`config.mk`:
```
export PLATFORM = sky130hd
export DESIGN_NAME = pipe_ctrl_flat
export DESIGN_NICKNAME = d
export VERILOG_FILES = /design/src/rtl/pipe_ctrl_if.sv /design/src/rtl/pipe_ctrl.sv /design/src/flat_wrapper.sv
export SDC_FILE = /design/constraint.sdc
export NUM_CORES = 1
export LEC_CHECK = 0
export ABC_AREA = 0
export BUFFER_PORTS_ARGS = -buffer_cell sky130_fd_sc_hd__buf_2
export CAP_MARGIN = 20
export CORE_ASPECT_RATIO = 1.1
export CORE_MARGIN = 1.5
export CORE_UTILIZATION = 37
export CTS_CLUSTER_DIAMETER = 200
export DETAILED_ROUTE_END_ITERATION = 16
export GPL_TIMING_DRIVEN = 1
export PLACE_DENSITY = 0.82
export SYNTH_ARGS = -nofsm -noshare
export SYNTH_HDL_FRONTEND = slang
export SYNTH_SLANG_ARGS = --single-unit
```
`constraint.sdc`:
```
create_clock -name clk -period 2 [get_ports clk]
set_input_delay 0.1 -clock clk [delete_from_list [all_inputs] [get_ports clk]]
set_output_delay 0.1 -clock clk [all_outputs]
set_load 0.03 [all_outputs]
```
`src/rtl/pipe_ctrl_if.sv`:
```
// Pipeline control bundle: stall requests, branch resolution and trap
// handshake between the core datapath/CSR unit and pipe_ctrl.
interface pipe_ctrl_if;
    logic        stallreq_if_i;
    logic        stallreq_id_i;
    logic        stallreq_ex_i;
    logic        stallreq_mem_i;
    logic        branch_flag_i;
    logic [31:0] branch_addr_i;
    logic [31:0] id_pc_i;
    logic        id_valid_i;
    logic        trap_req_i;
    logic [31:0] trap_vec_i;
    logic [4:0]  stalled_o;
    logic        flush_o;
    logic        redirect_o;
    logic [31:0] redirect_pc_o;
    logic        trap_ack_o;
    logic [31:0] trap_epc_o;
    logic        hang_o;

    // Core side: produces requests, consumes control.
    modport master (
        output stallreq_if_i, stallreq_id_i, stallreq_ex_i, stallreq_mem_i,
        output branch_flag_i, branch_addr_i, id_pc_i, id_valid_i,
        output trap_req_i, trap_vec_i,
        input  stalled_o, flush_o, redirect_o, redirect_pc_o,
        input  trap_ack_o, trap_epc_o, hang_o
    );

    // Controller side.
    modport slave (
        input  stallreq_if_i, stallreq_id_i, stallreq_ex_i, stallreq_mem_i,
        input  branch_flag_i, branch_addr_i, id_pc_i, id_valid_i,
        input  trap_req_i, trap_vec_i,
        output stalled_o, flush_o, redirect_o, redirect_pc_o,
        output trap_ack_o, trap_epc_o, hang_o
    );
endinterface

```
`src/rtl/pipe_ctrl.sv`:
```
// Pipeline control unit: stall merge, branch flush/redirect, precise trap
// entry sequencing (IDLE -> DRAIN -> FIRE) and a sticky stall watchdog.
module pipe_ctrl #(
    parameter int STALL_TIMEOUT = 1024,
    parameter int CNT_W         = 11
) (
    input  logic        clk,
    input  logic        rst_n,
    pipe_ctrl_if.slave  bus
);

    typedef enum logic [1:0] {
        S_IDLE  = 2'd0,
        S_DRAIN = 2'd1,
        S_FIRE  = 2'd2
    } state_t;

    localparam logic [CNT_W-1:0] TIMEOUT_C = CNT_W'(STALL_TIMEOUT);
    localparam logic [CNT_W-1:0] CNT_MAX   = {CNT_W{1'b1}};

    state_t             state_reg;
    state_t             state_next;
    logic [CNT_W-1:0]   cnt_reg;
    logic [CNT_W-1:0]   cnt_next;
    logic               hang_reg;
    logic [31:0]        epc_reg;

    logic [3:0]         req;
    logic [4:0]         merge;
    logic [4:0]         stalled_next;
    logic               flush_next;
    logic               redirect_next;
    logic [31:0]        redirect_pc_next;
    logic               trap_ack_next;
    logic               drain_done;

    // Requesters ordered upstream to downstream: {mem, ex, id, if}.
    assign req = {bus.stallreq_mem_i, bus.stallreq_ex_i,
                  bus.stallreq_id_i, bus.stallreq_if_i};

    // Stage gi stops if any requester at or below it in the pipe asks;
    // the pc always stops together with the if stage.
    generate
        for (genvar gi = 1; gi < 5; gi++) begin : g_merge
            assign merge[gi] = |(req >> (gi - 1));
        end
    endgenerate
    assign merge[0] = merge[1];

    // EX/MEM idle, no redirect competing, and a real instruction to tag.
    assign drain_done = !bus.stallreq_ex_i && !bus.stallreq_mem_i &&
                        !bus.branch_flag_i && bus.id_valid_i;

    // Next state and combinational pipeline controls.
    always_comb begin
        state_next       = state_reg;
        stalled_next     = merge;
        flush_next       = 1'b0;
        redirect_next    = 1'b0;
        redirect_pc_next = 32'd0;
        trap_ack_next    = 1'b0;
        if (bus.branch_flag_i) begin
            flush_next       = 1'b1;
            redirect_next    = 1'b1;
            redirect_pc_next = bus.branch_addr_i;
        end
        case (state_reg)
            S_IDLE: begin
                if (bus.trap_req_i) state_next = S_DRAIN;
            end
            S_DRAIN: begin
                stalled_next = merge | 5'b00111;
                if (!bus.trap_req_i)   state_next = S_IDLE;
                else if (drain_done)   state_next = S_FIRE;
            end
            S_FIRE: begin
                // Trap redirect must land regardless of any stall request.
                stalled_next     = 5'b00000;
                flush_next       = 1'b1;
                redirect_next    = 1'b1;
                redirect_pc_next = bus.trap_vec_i;
                trap_ack_next    = 1'b1;
                state_next       = S_IDLE;
            end
            default: state_next = S_IDLE;
        endcase
    end

    // Trap FSM state and captured interrupted PC.
    always_ff @(posedge clk or negedge rst_n) begin
        if (!rst_n) begin
            state_reg <= S_IDLE;
            epc_reg   <= 32'd0;
        end else begin
            state_reg <= state_next;
            if (state_reg == S_DRAIN && state_next == S_FIRE)
                epc_reg <= bus.id_pc_i;
        end
    end

    // Consecutive-stall counter, saturating at all-ones.
    always_comb begin
        cnt_next = '0;
        if (stalled_next[0])
            cnt_next = (cnt_reg == CNT_MAX) ? cnt_reg : cnt_reg + 1'b1;
    end

    // Watchdog counter and sticky hang flag.
    always_ff @(posedge clk or negedge rst_n) begin
        if (!rst_n) begin
            cnt_reg  <= '0;
            hang_reg <= 1'b0;
        end else begin
            cnt_reg <= cnt_next;
            if (cnt_next == TIMEOUT_C) hang_reg <= 1'b1;
        end
    end

    assign bus.stalled_o     = stalled_next;
    assign bus.flush_o       = flush_next;
    assign bus.redirect_o    = redirect_next;
    assign bus.redirect_pc_o = redirect_pc_next;
    assign bus.trap_ack_o    = trap_ack_next;
    assign bus.trap_epc_o    = epc_reg;
    assign bus.hang_o        = hang_reg;

endmodule

```
`src/flat_wrapper.sv`:
```
// flat-port wrapper written by rule: the top's interface ports become plain ports
module pipe_ctrl_flat 
#(
    parameter int STALL_TIMEOUT = 1024,
    parameter int CNT_W         = 11
)
  (clk, rst_n, bus_stallreq_if_i, bus_stallreq_id_i, bus_stallreq_ex_i, bus_stallreq_mem_i, bus_branch_flag_i, bus_branch_addr_i, bus_id_pc_i, bus_id_valid_i, bus_trap_req_i, bus_trap_vec_i, bus_stalled_o, bus_flush_o, bus_redirect_o, bus_redirect_pc_o, bus_trap_ack_o, bus_trap_epc_o, bus_hang_o);
  pipe_ctrl_if bus_i ();
  input  logic clk;
  input  logic rst_n;
  input wire logic [$bits(bus_i.stallreq_if_i)-1:0] bus_stallreq_if_i;
  input wire logic [$bits(bus_i.stallreq_id_i)-1:0] bus_stallreq_id_i;
  input wire logic [$bits(bus_i.stallreq_ex_i)-1:0] bus_stallreq_ex_i;
  input wire logic [$bits(bus_i.stallreq_mem_i)-1:0] bus_stallreq_mem_i;
  input wire logic [$bits(bus_i.branch_flag_i)-1:0] bus_branch_flag_i;
  input wire logic [$bits(bus_i.branch_addr_i)-1:0] bus_branch_addr_i;
  input wire logic [$bits(bus_i.id_pc_i)-1:0] bus_id_pc_i;
  input wire logic [$bits(bus_i.id_valid_i)-1:0] bus_id_valid_i;
  input wire logic [$bits(bus_i.trap_req_i)-1:0] bus_trap_req_i;
  input wire logic [$bits(bus_i.trap_vec_i)-1:0] bus_trap_vec_i;
  output wire logic [$bits(bus_i.stalled_o)-1:0] bus_stalled_o;
  output wire logic [$bits(bus_i.flush_o)-1:0] bus_flush_o;
  output wire logic [$bits(bus_i.redirect_o)-1:0] bus_redirect_o;
  output wire logic [$bits(bus_i.redirect_pc_o)-1:0] bus_redirect_pc_o;
  output wire logic [$bits(bus_i.trap_ack_o)-1:0] bus_trap_ack_o;
  output wire logic [$bits(bus_i.trap_epc_o)-1:0] bus_trap_epc_o;
  output wire logic [$bits(bus_i.hang_o)-1:0] bus_hang_o;
  assign bus_i.stallreq_if_i = bus_stallreq_if_i;
  assign bus_i.stallreq_id_i = bus_stallreq_id_i;
  assign bus_i.stallreq_ex_i = bus_stallreq_ex_i;
  assign bus_i.stallreq_mem_i = bus_stallreq_mem_i;
  assign bus_i.branch_flag_i = bus_branch_flag_i;
  assign bus_i.branch_addr_i = bus_branch_addr_i;
  assign bus_i.id_pc_i = bus_id_pc_i;
  assign bus_i.id_valid_i = bus_id_valid_i;
  assign bus_i.trap_req_i = bus_trap_req_i;
  assign bus_i.trap_vec_i = bus_trap_vec_i;
  assign bus_stalled_o = bus_i.stalled_o;
  assign bus_flush_o = bus_i.flush_o;
  assign bus_redirect_o = bus_i.redirect_o;
  assign bus_redirect_pc_o = bus_i.redirect_pc_o;
  assign bus_trap_ack_o = bus_i.trap_ack_o;
  assign bus_trap_epc_o = bus_i.trap_epc_o;
  assign bus_hang_o = bus_i.hang_o;
  pipe_ctrl #(.STALL_TIMEOUT(STALL_TIMEOUT), .CNT_W(CNT_W)) u_core (.clk(clk), .rst_n(rst_n), .bus(bus_i));
endmodule
```
==> results by stage, run 1 <==
Worst setup path:
- The capturing point of the worst reg2reg path is u_core.bus.hang_o.
- The category of the worst setup path launch point is a flip-flop.
- The setup path with the least slack is of type flip-flop to flip-flop.
- The setup slack on the worst flop-to-flop path is -0.003 ns.
- The launching point of the worst reg2reg path is u_core.state_reg[0].
- Along the worst path, the maximum fanout reaches 4.
- The critical path goes through inv_2, ha_4, or4_4, o21bai_4, buf_6, nor3_2, nor4_1, a41o_1.
- The worst setup path is captured at a flip-flop.
- The number of cells on the worst reg-to-reg path is 8.
- The master of the slowest instance on the critical path is sky130_fd_sc_hd__or4_4.
- Counting both buffers and inverters, the worst setup path holds a total of 2.
- Among cell families on the critical path, the largest total delay comes from simple AND/OR/NAND/NOR gates.
- The origin of the worst setup path is u_core.state_reg[0].
- The critical path runs through a total of 8 cells.
- STA puts the critical path data required time at 2.24 ns.
- The largest incremental delay on the critical path is 0.44 ns.
- The data arrival time at the worst-slack endpoint is 2.24 ns.

Yosys:
- The count of distinct cell types in the synthesized netlist is 43.
- The count of yosys warnings during synthesis is 0.
- The cell count after synthesis is 212.
- After synthesis, the mean cell area works out to 11.50 um2.
- After synthesis the cells add up to 2437 um2.
- The post-synthesis net count is 321.
- The number of flip-flops and latches in the synthesized netlist is 46.
- The sequential element share of the synthesized area is 47.23%.

Global routing:
- After global routing the overflow that remains totals 0.
- The initial antenna violation count is 2.
- The via count of the first global-routing pass is 2401.
- Across every metal layer, demand over resource in global routing totals 20.23%.
- The first global-routing pass estimated 11010 um of wire.
- Entering global routing, the biggest net connects 47 pins.

Floorplan:
- The core box area is 6269 um2.
- The die covers 7084 um2.
- The horizontal die dimension is 80.39 um.
- The die span in y is 88.13 um.
- The number of core rows is 30.
- Pin placement for this block handled 178 I/O pins.
- The initial core utilization is 38.88%.

Worst hold path:
- Along the worst hold path, the cell count comes to 2.
- The terminating pin of the worst hold path is u_core.bus.trap_epc_o[3].
- In this run the worst hold path is classified as primary input to flip-flop.
- The worst hold path begins at bus_id_pc_i[3].

Placement:
- The HPWL reported at the end of detailed placement is 5979 um.
- In this run the cell area measured after placement is 3443 um2.
- The routability-driven placement congestion ratio is 0.8871.
- The pre-CTS setup slack is -0.02125 ns.
- Port buffering added 177 buffers.

Timing:
- The hold violation total from the final report is 0.
- The total of endpoints with negative setup slack in the final report is 1.
- The worst path uses 100.1% of the clock period.
- On the final layout, the worst clock skew is 0.007788 ns.
- The transition at the pin with the smallest max-transition slack is 0.5733 ns.
- Setup slack on the critical path of the routed design comes to -0.002577 ns.
- The final max-slew violation count is 0.
- The smallest clock period supported by the final layout is computed as 2.003 ns.
- Setup repair after global routing could not meet its margin everywhere.
- The worst pin sits at a relative slew slack of 61.78%.
- The maximum clock rate is 0.4994 GHz.

Outcome:
- The checks that failed: negative setup slack.
- The run finished, with violations left.

Detailed routing:
- The average routed wire per standard cell is 16.98 um.
- The vias after detailed routing is 2510.
- The number of remaining DRC errors is 0.
- The first detailed-routing pass took 4 iterations.
- The detailed router finished its first iteration with 77 violations.
- The final antenna-violating net count is 0.
- The routed design has 8167 um of wire.
- After detailed routing, the number of vias per cell comes to 5.218.

Clock network:
- TritonCTS built the clock tree.
- The CTS H-tree depth is 2.
- The worst-skew pair later-pin latency is 0.30 ns.
- For this design, the sink count on the clock tree is 46.
- The number of clock buffers added by TritonCTS is 5.
- The clock root buffer is sky130_fd_sc_hd__clkbuf_8.
- The clock transition at the register clock pins on the worst setup and hold paths after CTS is 0.09 ns.
- In this run the deepest clock path goes through 2 buffers.

Finish:
- The synthesis-to-finish area growth is 58.11%.
- The number of flip-flops in the largest register is 32.
- The finished cells cover 3854 um2.
- The post-layout net count is 507.
- In the final layout, the share of cells above drive strength 1 is 58.40%.

Pwr:
- The peak supply drop is 0.6463 mV.
- The power density over cell area is 1201 nW/um2.
- The leakage power is 2.119 nW.

Flow run:
- The tool flagged a number of max-cap violations equal to 0.
[area by class of cell]
type | instances | area (um2)
well taps | 80 | 100.1
clock buffers | 5 | 68.82
clock inverters | 3 | 21.27
multi-input cells | 145 | 1237
flip-flops and latches | 46 | 1151
repair buffers | 196 | 1252
fillers | 509 | 2415
diodes | 2 | 5.005
inverters | 4 | 17.52
[cell families after synthesis]
family,after synthesis,share of synthesized area [%]
buffers and inverters,21,4.260
DFF,46,47.23
AOI/OAI and AO/OA,56,18.33
and+or+nand+nor,50,12.22
xor gates and xnor gates,2,0.7188
adders and majority gates,4,2.053
muxes,33,15.19
[cells in the mapped netlist (all sizes together)]
| cell type | instances | area, um2 |
|---|---|---|
| nand3 | 3 | 15.01 |
| a41o | 1 | 10.01 |
| inv | 4 | 15.01 |
| nand2 | 8 | 30.03 |
| mux2i | 1 | 10.01 |
| o2bb2ai | 1 | 8.760 |
| a22o | 31 | 271.5 |
| a31oi | 6 | 37.54 |
| o32ai | 1 | 8.760 |
| and4 | 3 | 26.28 |
| o22ai | 1 | 6.260 |
| a21oi | 5 | 25.02 |
| a21boi | 1 | 7.510 |
| nor3 | 5 | 25.02 |
| nor3b | 1 | 7.510 |
| and4b | 1 | 10.01 |
| o21bai | 1 | 18.77 |
| nand3b | 2 | 15.01 |
| mux2 | 32 | 360.3 |
| xnor2 | 2 | 17.52 |
| buf | 10 | 62.55 |
| nor2 | 8 | 30.03 |
| o21ai | 5 | 25.02 |
| nand4 | 4 | 40.04 |
| or2 | 1 | 6.260 |
| and2 | 3 | 18.77 |
| a211oi | 2 | 20.02 |
| nor2b | 4 | 25.02 |
| ha | 4 | 50.05 |
| clkbuf | 7 | 26.28 |
| and3 | 4 | 25.02 |
| dfrtp | 46 | 1151 |
| or4 | 1 | 11.26 |
| a21o | 1 | 7.510 |
| nor4 | 1 | 6.260 |
| or3 | 1 | 6.260 |
[worst reg2reg max path, cell delays in order, from the launching register on]
cell	delay, ns
sky130_fd_sc_hd__dfrtp_1	0.41
sky130_fd_sc_hd__inv_2	0.08
sky130_fd_sc_hd__ha_4	0.19
sky130_fd_sc_hd__or4_4	0.44
sky130_fd_sc_hd__o21bai_4	0.15
sky130_fd_sc_hd__buf_6	0.14
sky130_fd_sc_hd__nor3_2	0.06
sky130_fd_sc_hd__nor4_1	0.28
sky130_fd_sc_hd__a41o_1	0.20
[worst max-delay path by stage]
| stage | slack [ns] | endpoint |
|---|---|---|
| finish | -0.003 | u_core.bus.hang_o |
| global placement | 0.004 | u_core.bus.hang_o |
| CTS | -0.009 | u_core.bus.hang_o |
| global route | -0.08 | u_core.bus.hang_o |
| floorplan | 0.004 | u_core.bus.hang_o |
| detailed placement | -0.02 | u_core.bus.hang_o |
[report_power, final]
group          leakage [nW]  internal, mW  switching [mW]
clock                0.0441         0.246           0.313
sequential            0.608          1.30           0.212
combinational          1.47          1.01            1.56
total                  2.12          2.55            2.08
[per-stage QoR]
stage / hold slack, ns / util [%] / TNS (ns) / total power [mW] / instances
global placement: 0.2106 / 54.93 / 0 / 3.760 / 464
global route: 0.007040 / 61.48 / -0.7052 / 4.893 / 481
CTS: 0.005598 / 57.66 / -0.009355 / 4.546 / 476
floorplan: -0.1956 / - / 0 / 3.063 / 212
detailed placement: 0.2263 / 54.93 / -0.02125 / 3.843 / 464
finish: 0.01278 / 61.48 / -0.002577 / 4.630 / 481
[layer usage]
layer | vias to the layer above | routed length, um | GRT usage, %
met5 | - | 0 | 0
met3 | 16 | 588 | 2.604
met4 | 0 | 201 | 9.875
met2 | 155 | 4349 | 36.59
li1 | 1174 | - | -
met1 | 1165 | 3028 | 23.45
[cells in the final DEF (no fill, tap or decap), types with 2 or more instances in the layout]
master / n
sky130_fd_sc_hd__nand4_1: 3
sky130_fd_sc_hd__nand3b_1: 2
sky130_fd_sc_hd__nor3_1: 4
sky130_fd_sc_hd__buf_4: 22
sky130_fd_sc_hd__diode_2: 2
sky130_fd_sc_hd__nor2_1: 8
sky130_fd_sc_hd__clkbuf_8: 5
sky130_fd_sc_hd__mux2_2: 14
sky130_fd_sc_hd__a31oi_1: 6
sky130_fd_sc_hd__nand2_1: 8
sky130_fd_sc_hd__dfrtp_1: 46
sky130_fd_sc_hd__a211oi_2: 2
sky130_fd_sc_hd__buf_2: 144
sky130_fd_sc_hd__ha_4: 2
sky130_fd_sc_hd__clkbuf_4: 4
sky130_fd_sc_hd__and3_1: 4
sky130_fd_sc_hd__xnor2_1: 2
sky130_fd_sc_hd__inv_2: 2
sky130_fd_sc_hd__clkbuf_16: 2
sky130_fd_sc_hd__a21oi_1: 5
sky130_fd_sc_hd__and2_1: 2
sky130_fd_sc_hd__nor2b_1: 3
sky130_fd_sc_hd__o21ai_0: 4
sky130_fd_sc_hd__and4_1: 3
sky130_fd_sc_hd__a22o_1: 31
sky130_fd_sc_hd__nand3_1: 3
sky130_fd_sc_hd__buf_12: 2
sky130_fd_sc_hd__mux2_1: 18
sky130_fd_sc_hd__buf_6: 21
sky130_fd_sc_hd__ha_1: 2
[what timing repair did]
action                                  4_1_cts  5_1_grt
cloned                                        0        3
setup buffers                                 3        0
hold endpoints to repair                     46        0
endpoints found under the setup margin        3       36
gates resized for setup                      13       81
pin swaps                                     6        4
hold buffers                                  1        0
(Power assumes the default switching activity.)
==> run 2, diff against run 1 <==
Settings changed: CORE_ASPECT_RATIO 1.1 to not set.
==> results by stage, run 2 (synthesized netlist as in run 1, its figures left out) <==
Worst setup path:
- The largest incremental delay on the critical path is 0.43 ns (about the same).
- The buffering stage count on the worst path with inverters included is 4 (+2).
- The data arrival time at the worst-slack endpoint is 1.84 ns (-0.40 ns).
- The category of the worst setup path capture point is a primary output.
- The required time of the critical path was 1.90 ns (-0.34 ns).
- The category of the worst setup path launch point is a flip-flop.
- The dominant cell type by count on the critical path is sky130_fd_sc_hd__buf_6.
- Traced cell by cell, the critical path runs through inv_2, ha_4, or4_4, o21bai_4, buf_6, inv_6, buf_6.
- The kind of cell adding the most delay to the critical path is simple AND/OR/NAND/NOR gates.
- The largest fanout of any net on the critical path is 3 (-1).
- For this design, the slowest cell found on the critical path is sky130_fd_sc_hd__or4_4.
- The startpoint-to-endpoint class of the critical path is flip-flop to primary output.

Finish:
- The layout cell share with drive strength beyond 1 came to 58.50% (+0.10 points).
- The final design instance area without fill is 3732 um2 (-3.1%).
- The post-layout net count was 508 (+0.20%).
- Leaving out fill and tap cells, the most frequent cell in the layout is sky130_fd_sc_hd__buf_2.
- The antenna cell count was 0 (-2).
- The synthesis-to-finish area growth is 53.13%.
- In the layout the commonest cells are sky130_fd_sc_hd__buf_2 (170), sky130_fd_sc_hd__dfrtp_1 (46), sky130_fd_sc_hd__a22o_1 (31), sky130_fd_sc_hd__mux2_1 (18).
- The number of flip-flops in the largest register is 32 (unchanged).

Timing:
- Setup repair after global routing could not meet its margin everywhere.
- The total of endpoints with negative setup slack in the final report was 0 (-1).
- The relative slew slack was 63.93% (+2.2 points).
- The final max-slew violation count is 0 (unchanged).
- The time the worst path needs with I/O delays and setup came to 1.940 ns (-0.06227 ns).
- The worst-case clock skew is 0.004335 ns (-0.003453 ns).
- The portion of the clock cycle consumed by the worst path in the final layout came to 97.02% (-3.1 points).
- The maximum clock rate is 0.5154 GHz (+3.2%).
- The hold violation total from the final report is 0 (unchanged).
- The transition at the pin with the smallest max-transition slack is 0.5410 ns (-0.03230 ns).

Detailed routing:
- The number of remaining DRC errors is 0 (unchanged).
- The number of DRC markers after the initial detailed-route iteration was 79 (+2.6%).
- The total wire length is 6641 um (-19%).
- The vias per cell was 5.164 (-1.0%).
- The vias after detailed routing was 2463 (-1.9%).
- The average routed wire per standard cell came to 13.92 um (-18%).
- The first-pass iteration count of the detailed router is 4 (unchanged).
- The final antenna-violating net count is 0 (unchanged).

Floorplan:
- The number of core rows is 29 (-3.3%).
- The number of I/O pins is 178 (unchanged).
- The die span in y is 84.16 um (-4.5%).
- The die area is 7083 um2 (about the same).
- The core box area is 6350 um2 (+1.3%).
- The horizontal die dimension is 84.16 um (+4.7%).
- The initial core utilization is 38.38% (-0.50 points).

Pwr:
- The net switching fraction of the power is 43.35% (-1.6 points).
- The peak supply drop is 0.7939 mV (+23%).
- The relative contribution of the clock network to total power is 14.7% (+2.6 points).
- The power density over cell area is 1264 nW/um2 (+5.2%).
- The internal cell power was 2.673 mW (+4.9%).
- The switching power total is 2.045 mW (-1.7%).
- The leakage power is 2.108 nW (-0.51%).
- The total power draw is 4.718 mW (+1.9%).
- The sequential cell fraction of total power is 31.7% (-0.9 points).
- The proportion of power drawn by combinational gates is 53.6% (-1.7 points).

Clock network:
- The clock transition at the register clock pins on the worst setup and hold paths after CTS came to 0.09 ns (about the same).
- The clock root buffer is sky130_fd_sc_hd__clkbuf_8.
- The CTS H-tree depth was 2 (unchanged).
- The count of clock tree sinks is 46 (unchanged).
- The number of clock buffers inserted by TritonCTS is 5 (unchanged).
- The number of buffers on the longest clock path was 2 (unchanged).
- The worst-skew pair later-pin latency is 0.29 ns (about the same).
- The clock tree from TritonCTS is yes.

Global routing:
- The initial antenna violation count is 0 (-2).
- The largest net degree at the start of global routing is 33 (-30%).
- The global-route usage over all layers is 18.48% (-1.7 points).
- The wire length of the first global-routing pass is 10890 um (-1.1%).
- The via count of the first global-routing pass was 2462 (+2.5%).
- The total grt overflow is 0 (unchanged).

Placement:
- The routability-driven placement congestion ratio is 0.8597 (-3.1%).
- The HPWL reported at the end of detailed placement came to 5113 um (-14%).
- The placed standard-cell area is 3462 um2 (+0.55%).
- The port buffer count is 177 (unchanged).

Worst hold path:
- The type of the most critical hold path is primary input to flip-flop.

Outcome:
- The run finished with clean final reports.

Flow run:
- The count of max-cap constraint violations came to 0 (unchanged).
run 2: changes by cell type in the layout (fill, tap and decap cells not counted), sizes merged:
cell      previous run  this run
buf                189       190
bufinv               0         1
clkinv               2         1
clkinvlp             1         0
diode                2         0
inv                  4         5
run 2: routing by layer:
metal  global-route usage (%)  up-vias  routed length [um]
li1                         -     1172                   -
met1                    22.09     1141                2620
met2                    33.60      139                3384
met3                    3.343       11                 533
met4                    5.812        0                 102
met5                        0        -                   0
run 2: cell type report:
| type | instances | area [um2] |
|---|---|---|
| Clock inverter | 3 | 43.79 |
| Fill cell | 529 | 2618 |
| Inverter | 4 | 20.02 |
| Tap cell | 77 | 96.34 |
| Clock buffer | 5 | 68.82 |
| Timing Repair Buffer | 197 | 1114 |
| Multi-Input combinational cell | 145 | 1239 |
| Sequential cell | 46 | 1151 |
run 2: metrics by stage:
step                std cells  hold slack, ns   TNS, ns  setup WS [ns]  utilization (%)
global route              477        0.002524  -0.06898       -0.01675            58.78
finish                    477         0.01412         0        0.05969            58.78
detailed placement        463          0.1067  -0.03628       -0.03628            54.52
CTS                       475        0.003449  -0.01691       -0.01691            57.50
global placement          463         0.09838         0        0.02007            54.52
floorplan                 212         -0.1956         0       0.003579                -
run 2: power groups by stage:
| stage | logic [mW] | clock network [mW] | registers [mW] |
|---|---|---|---|
| 6_report | 2.53 | 0.692 | 1.50 |
| 4_1_cts | 2.48 | 0.722 | 1.50 |
| 5_1_grt | 2.69 | 0.767 | 1.55 |
| 3_3_place_gp | 2.29 | 0 | 1.49 |
| 3_5_place_dp | 2.33 | 0 | 1.52 |
| 2_1_floorplan | 0.908 | 0 | 2.16 |
run 2: worst register-to-register path: stages, from the launching register on:
cell and delay, ns:
sky130_fd_sc_hd__dfrtp_1 0.41, sky130_fd_sc_hd__inv_2 0.08, sky130_fd_sc_hd__ha_4 0.19, sky130_fd_sc_hd__or4_4 0.43
sky130_fd_sc_hd__o21bai_4 0.15, sky130_fd_sc_hd__buf_6 0.13, sky130_fd_sc_hd__nor3_2 0.05, sky130_fd_sc_hd__nor4_2 0.24
sky130_fd_sc_hd__a41o_1 0.20
run 2: worst paths after layout:
| kind | start | end | slack, ns | cells after the start |
|---|---|---|---|---|
| setup / recovery | u_core.state_reg[0] | bus_stalled_o[0] | 0.06 | 7 |
| hold / removal | bus_id_pc_i[27] | u_core.bus.trap_epc_o[27] | 0.01 | 2 |
| setup reg to reg | u_core.state_reg[0] | u_core.bus.hang_o | 0.07 | 8 |
| hold reg to reg | u_core.bus.trap_epc_o[3] | u_core.bus.trap_epc_o[3] | 0.49 | 1 |
| max in group asynchronous | rst_n | u_core.bus.trap_epc_o[8] | 0.99 | 3 |
| min in group asynchronous | rst_n | u_core.bus.trap_epc_o[24] | 0.32 | 2 |
run 2: what timing repair did:
action | CTS | global route
pin swaps | 6 | 3
resized for setup | 11 | 14
endpoints found under the hold margin | 22 | 0
setup buffers | 3 | 1
endpoints found under the setup margin | 3 | 34
gates cloned | 0 | 1
hold buffers | 1 | 0
==> run 3, diff against run 2 <==
Settings changed: SETUP_SLACK_MARGIN set to 0.1.
==> results by stage, run 3 (synthesized netlist as in run 1, its figures left out) <==
Floorplan:
- The die area was 7083 um2 (unchanged).
- The core box area is 6350 um2 (unchanged).
- The number of I/O pins is 178 (unchanged).
- The horizontal die dimension is 84.16 um (unchanged).
- The die span in y is 84.16 um (unchanged).
- The initial core utilization is 38.38% (unchanged).
- The number of core rows is 29 (unchanged).

Worst hold path:
- The number of cells on the worst hold path is 2 (unchanged).
- The path class of the tightest hold or removal check is primary input to flip-flop.
- The terminating pin of the worst hold path is u_core.bus.trap_epc_o[6].
- In this run the most critical hold path is launched from bus_id_pc_i[6].

Finish:
- The final cell utilization of the core is 59.86% (+1.1 points).
- The commonest non-fill, non-tap cell in the layout is sky130_fd_sc_hd__buf_2.
- The number of flip-flops in the largest register is 32 (unchanged).
- The synthesis-to-finish area growth is 55.95%.
- The total of fill cells in the finished design is 563 (+6.4%).
- In the layout the commonest cells are sky130_fd_sc_hd__buf_2 (141), sky130_fd_sc_hd__dfrtp_1 (46), sky130_fd_sc_hd__a22o_1 (31), sky130_fd_sc_hd__clkbuf_4 (28), sky130_fd_sc_hd__mux2_1 (18).
- The layout cell share with drive strength beyond 1 is 58.54% (about the same).
- The antenna cell count is 0 (unchanged).
- The post-layout net count is 506 (-0.39%).
- The final design instance area without fill is 3801 um2 (+1.8%).

Worst setup path:
- The data arrival time at the worst-slack endpoint is 2.26 ns (+0.42 ns).
- The worst register-to-register path begins at u_core.state_reg[0].
- The worst setup path is captured at a flip-flop.
- The worst setup path is launched from a flip-flop.
- The master of the slowest instance on the critical path is sky130_fd_sc_hd__or4_4.
- The startpoint-to-endpoint class of the critical path is flip-flop to flip-flop.
- The number of cells on the worst reg-to-reg path was 8 (unchanged).
- The largest incremental delay on the critical path is 0.43 ns (about the same).
- The largest fanout of any net on the critical path came to 4 (+1).
- In this run the critical register-to-register path is captured at u_core.bus.hang_o.
- The signal on the critical path passes through inv_2, ha_4, or4_4, o21bai_4, buf_6, nor3_4, nor4_2, a41o_1.
- The required time of the critical path is 2.25 ns (+0.35 ns).
- The setup slack on the worst flop-to-flop path was -0.008 ns (-0.08 ns).

Global routing:
- The largest net degree at the start of global routing is 33 (unchanged).
- The initial antenna violation count is 0 (unchanged).
- The global-route usage over all layers is 19.10% (+0.62 points).
- The total grt overflow was 0 (unchanged).
- The via count of the first global-routing pass came to 2254 (-8.4%).
- The wire length of the first global-routing pass is 10900 um (+0.13%).

Clock network:
- The clock transition at the register clock pins on the worst setup and hold paths after CTS was 0.09 ns (about the same).
- The number of clock buffers inserted by TritonCTS is 5 (unchanged).
- The clock root buffer is sky130_fd_sc_hd__clkbuf_8.
- The number of buffers on the longest clock path came to 2 (unchanged).
- The worst-skew pair later-pin latency is 0.30 ns (about the same).
- The count of clock tree sinks is 46 (unchanged).
- The CTS H-tree depth is 2 (unchanged).
- The clock tree from TritonCTS is yes.

Placement:
- The HPWL reported at the end of detailed placement was 5363 um (+4.9%).
- The port buffer count was 177 (unchanged).
- The routability-driven placement congestion ratio was 0.8366 (-2.7%).
- The placed standard-cell area is 3437 um2 (-0.72%).
- The pre-CTS setup slack came to -0.02039 ns (+0.01589 ns).

Detailed routing:
- The final antenna-violating net count is 0 (unchanged).
- The total wire length came to 7530 um (+13%).
- The average routed wire per standard cell is 15.85 um (+14%).
- The first-pass iteration count of the detailed router is 4 (unchanged).
- The vias per cell was 5.147 (-0.31%).
- The vias after detailed routing was 2445 (-0.73%).
- The number of DRC markers after the initial detailed-route iteration is 119 (+51%).
- The number of remaining DRC errors is 0 (unchanged).

Outcome:
- The run finished, with violations left.
- The checks that failed: negative setup slack.

Pwr:
- The total power draw is 4.737 mW (+0.40%).
- The peak supply drop is 0.8288 mV (+4.4%).
- The leakage power was 2.092 nW (-0.77%).
- The power density over cell area is 1246 nW/um2 (-1.4%).

Timing:
- The worst-case clock skew is 0.009252 ns (+0.004916 ns).
- The relative slew slack is 53.88% (-10 points).
- The total of endpoints with negative setup slack in the final report is 1 (+1).
- The hold violation total from the final report is 0 (unchanged).
- Setup repair after global routing could not meet its margin everywhere.
- The transition at the pin with the smallest max-transition slack is 0.6918 ns (+0.1508 ns).
- The time the worst path needs with I/O delays and setup came to 2.008 ns (+0.06794 ns).
- The maximum clock rate came to 0.4979 GHz (-3.4%).
- The final max-slew violation count is 0 (unchanged).
- The sum of negative setup slack is -0.008244 ns (-0.008244 ns).
- The portion of the clock cycle consumed by the worst path in the final layout was 100.4% (+3.4 points).
- The minimum setup slack in the final design is -0.008244 ns (-0.06794 ns).

Flow run:
- The count of max-cap constraint violations is 0 (unchanged).
[run 3: cell types whose count changed in the layout (fill, tap and decap cells not counted), sizes merged]
cell	delta
clkbuf	+24
dlygate4sd3	+1
clkinvlp	+1
inv	-1
clkinv	-1
buf	-26
[run 3: per-layer routing]
layer	global-route usage, %	routed length, um
met4	5.365	111
met3	4.720	625
met1	26.43	3189
met5	0	0
met2	29.96	3604
[run 3: through the flow]
step	std cells	hold slack [ns]
floorplan	212	-0.1956
global placement	458	0.1892
detailed placement	458	0.1893
CTS	472	0.001001
global route	475	0.0009637
finish	475	0.009898
[run 3: worst max path at each step]
| stage | from | endpoint | slack (ns) | depth (start not counted) |
|---|---|---|---|---|
| 2_1_floorplan | u_core.state_reg[0] | u_core.bus.hang_o | 0.01 | 8 |
| 3_3_place_gp | u_core.state_reg[0] | u_core.bus.hang_o | 0.02 | 7 |
| 3_5_place_dp | u_core.state_reg[0] | u_core.bus.hang_o | -0.02 | 7 |
| 4_1_cts | u_core.state_reg[0] | u_core.bus.hang_o | 0.01 | 8 |
| 5_1_grt | u_core.state_reg[0] | u_core.bus.hang_o | -0.1 | 8 |
| 6_report | u_core.state_reg[0] | u_core.bus.hang_o | -0.008 | 8 |
[run 3: critical path, delay by kind of cell, from the launching register on]
kind | cells | cell delay (ns)
buf+inv | 2 | 0.23
fa+ha+maj | 1 | 0.20
compound gates | 2 | 0.36
flops | 1 | 0.40
simple gates | 3 | 0.75
[run 3: what timing repair did]
item,4_1_cts,5_1_grt
setup buffers,5,0
gates resized for setup,14,46
pin swaps,3,1
cloned,0,2
hold endpoints to repair,30,1
hold buffers,1,1
endpoints found under the setup margin,9,37
[run 3: power by group]
group	switching, mW	internal, mW	total (mW)
sequential	0.195	1.30	1.49
combinational	1.56	1.01	2.57
clock	0.306	0.373	0.678
total	2.06	2.68	4.74
[run 3: layout make-up]
cell class | instances | area [um2] | area share, %
Inverter | 4 | 17.52 | 0.4608
Multi-Input combinational cell | 145 | 1245 | 32.75
Clock inverter | 2 | 37.54 | 0.9875
Clock buffer | 6 | 72.57 | 1.909
Timing Repair Buffer | 195 | 1181 | 31.07
Sequential cell | 46 | 1151 | 30.28
Tap cell | 77 | 96.34 | 2.535
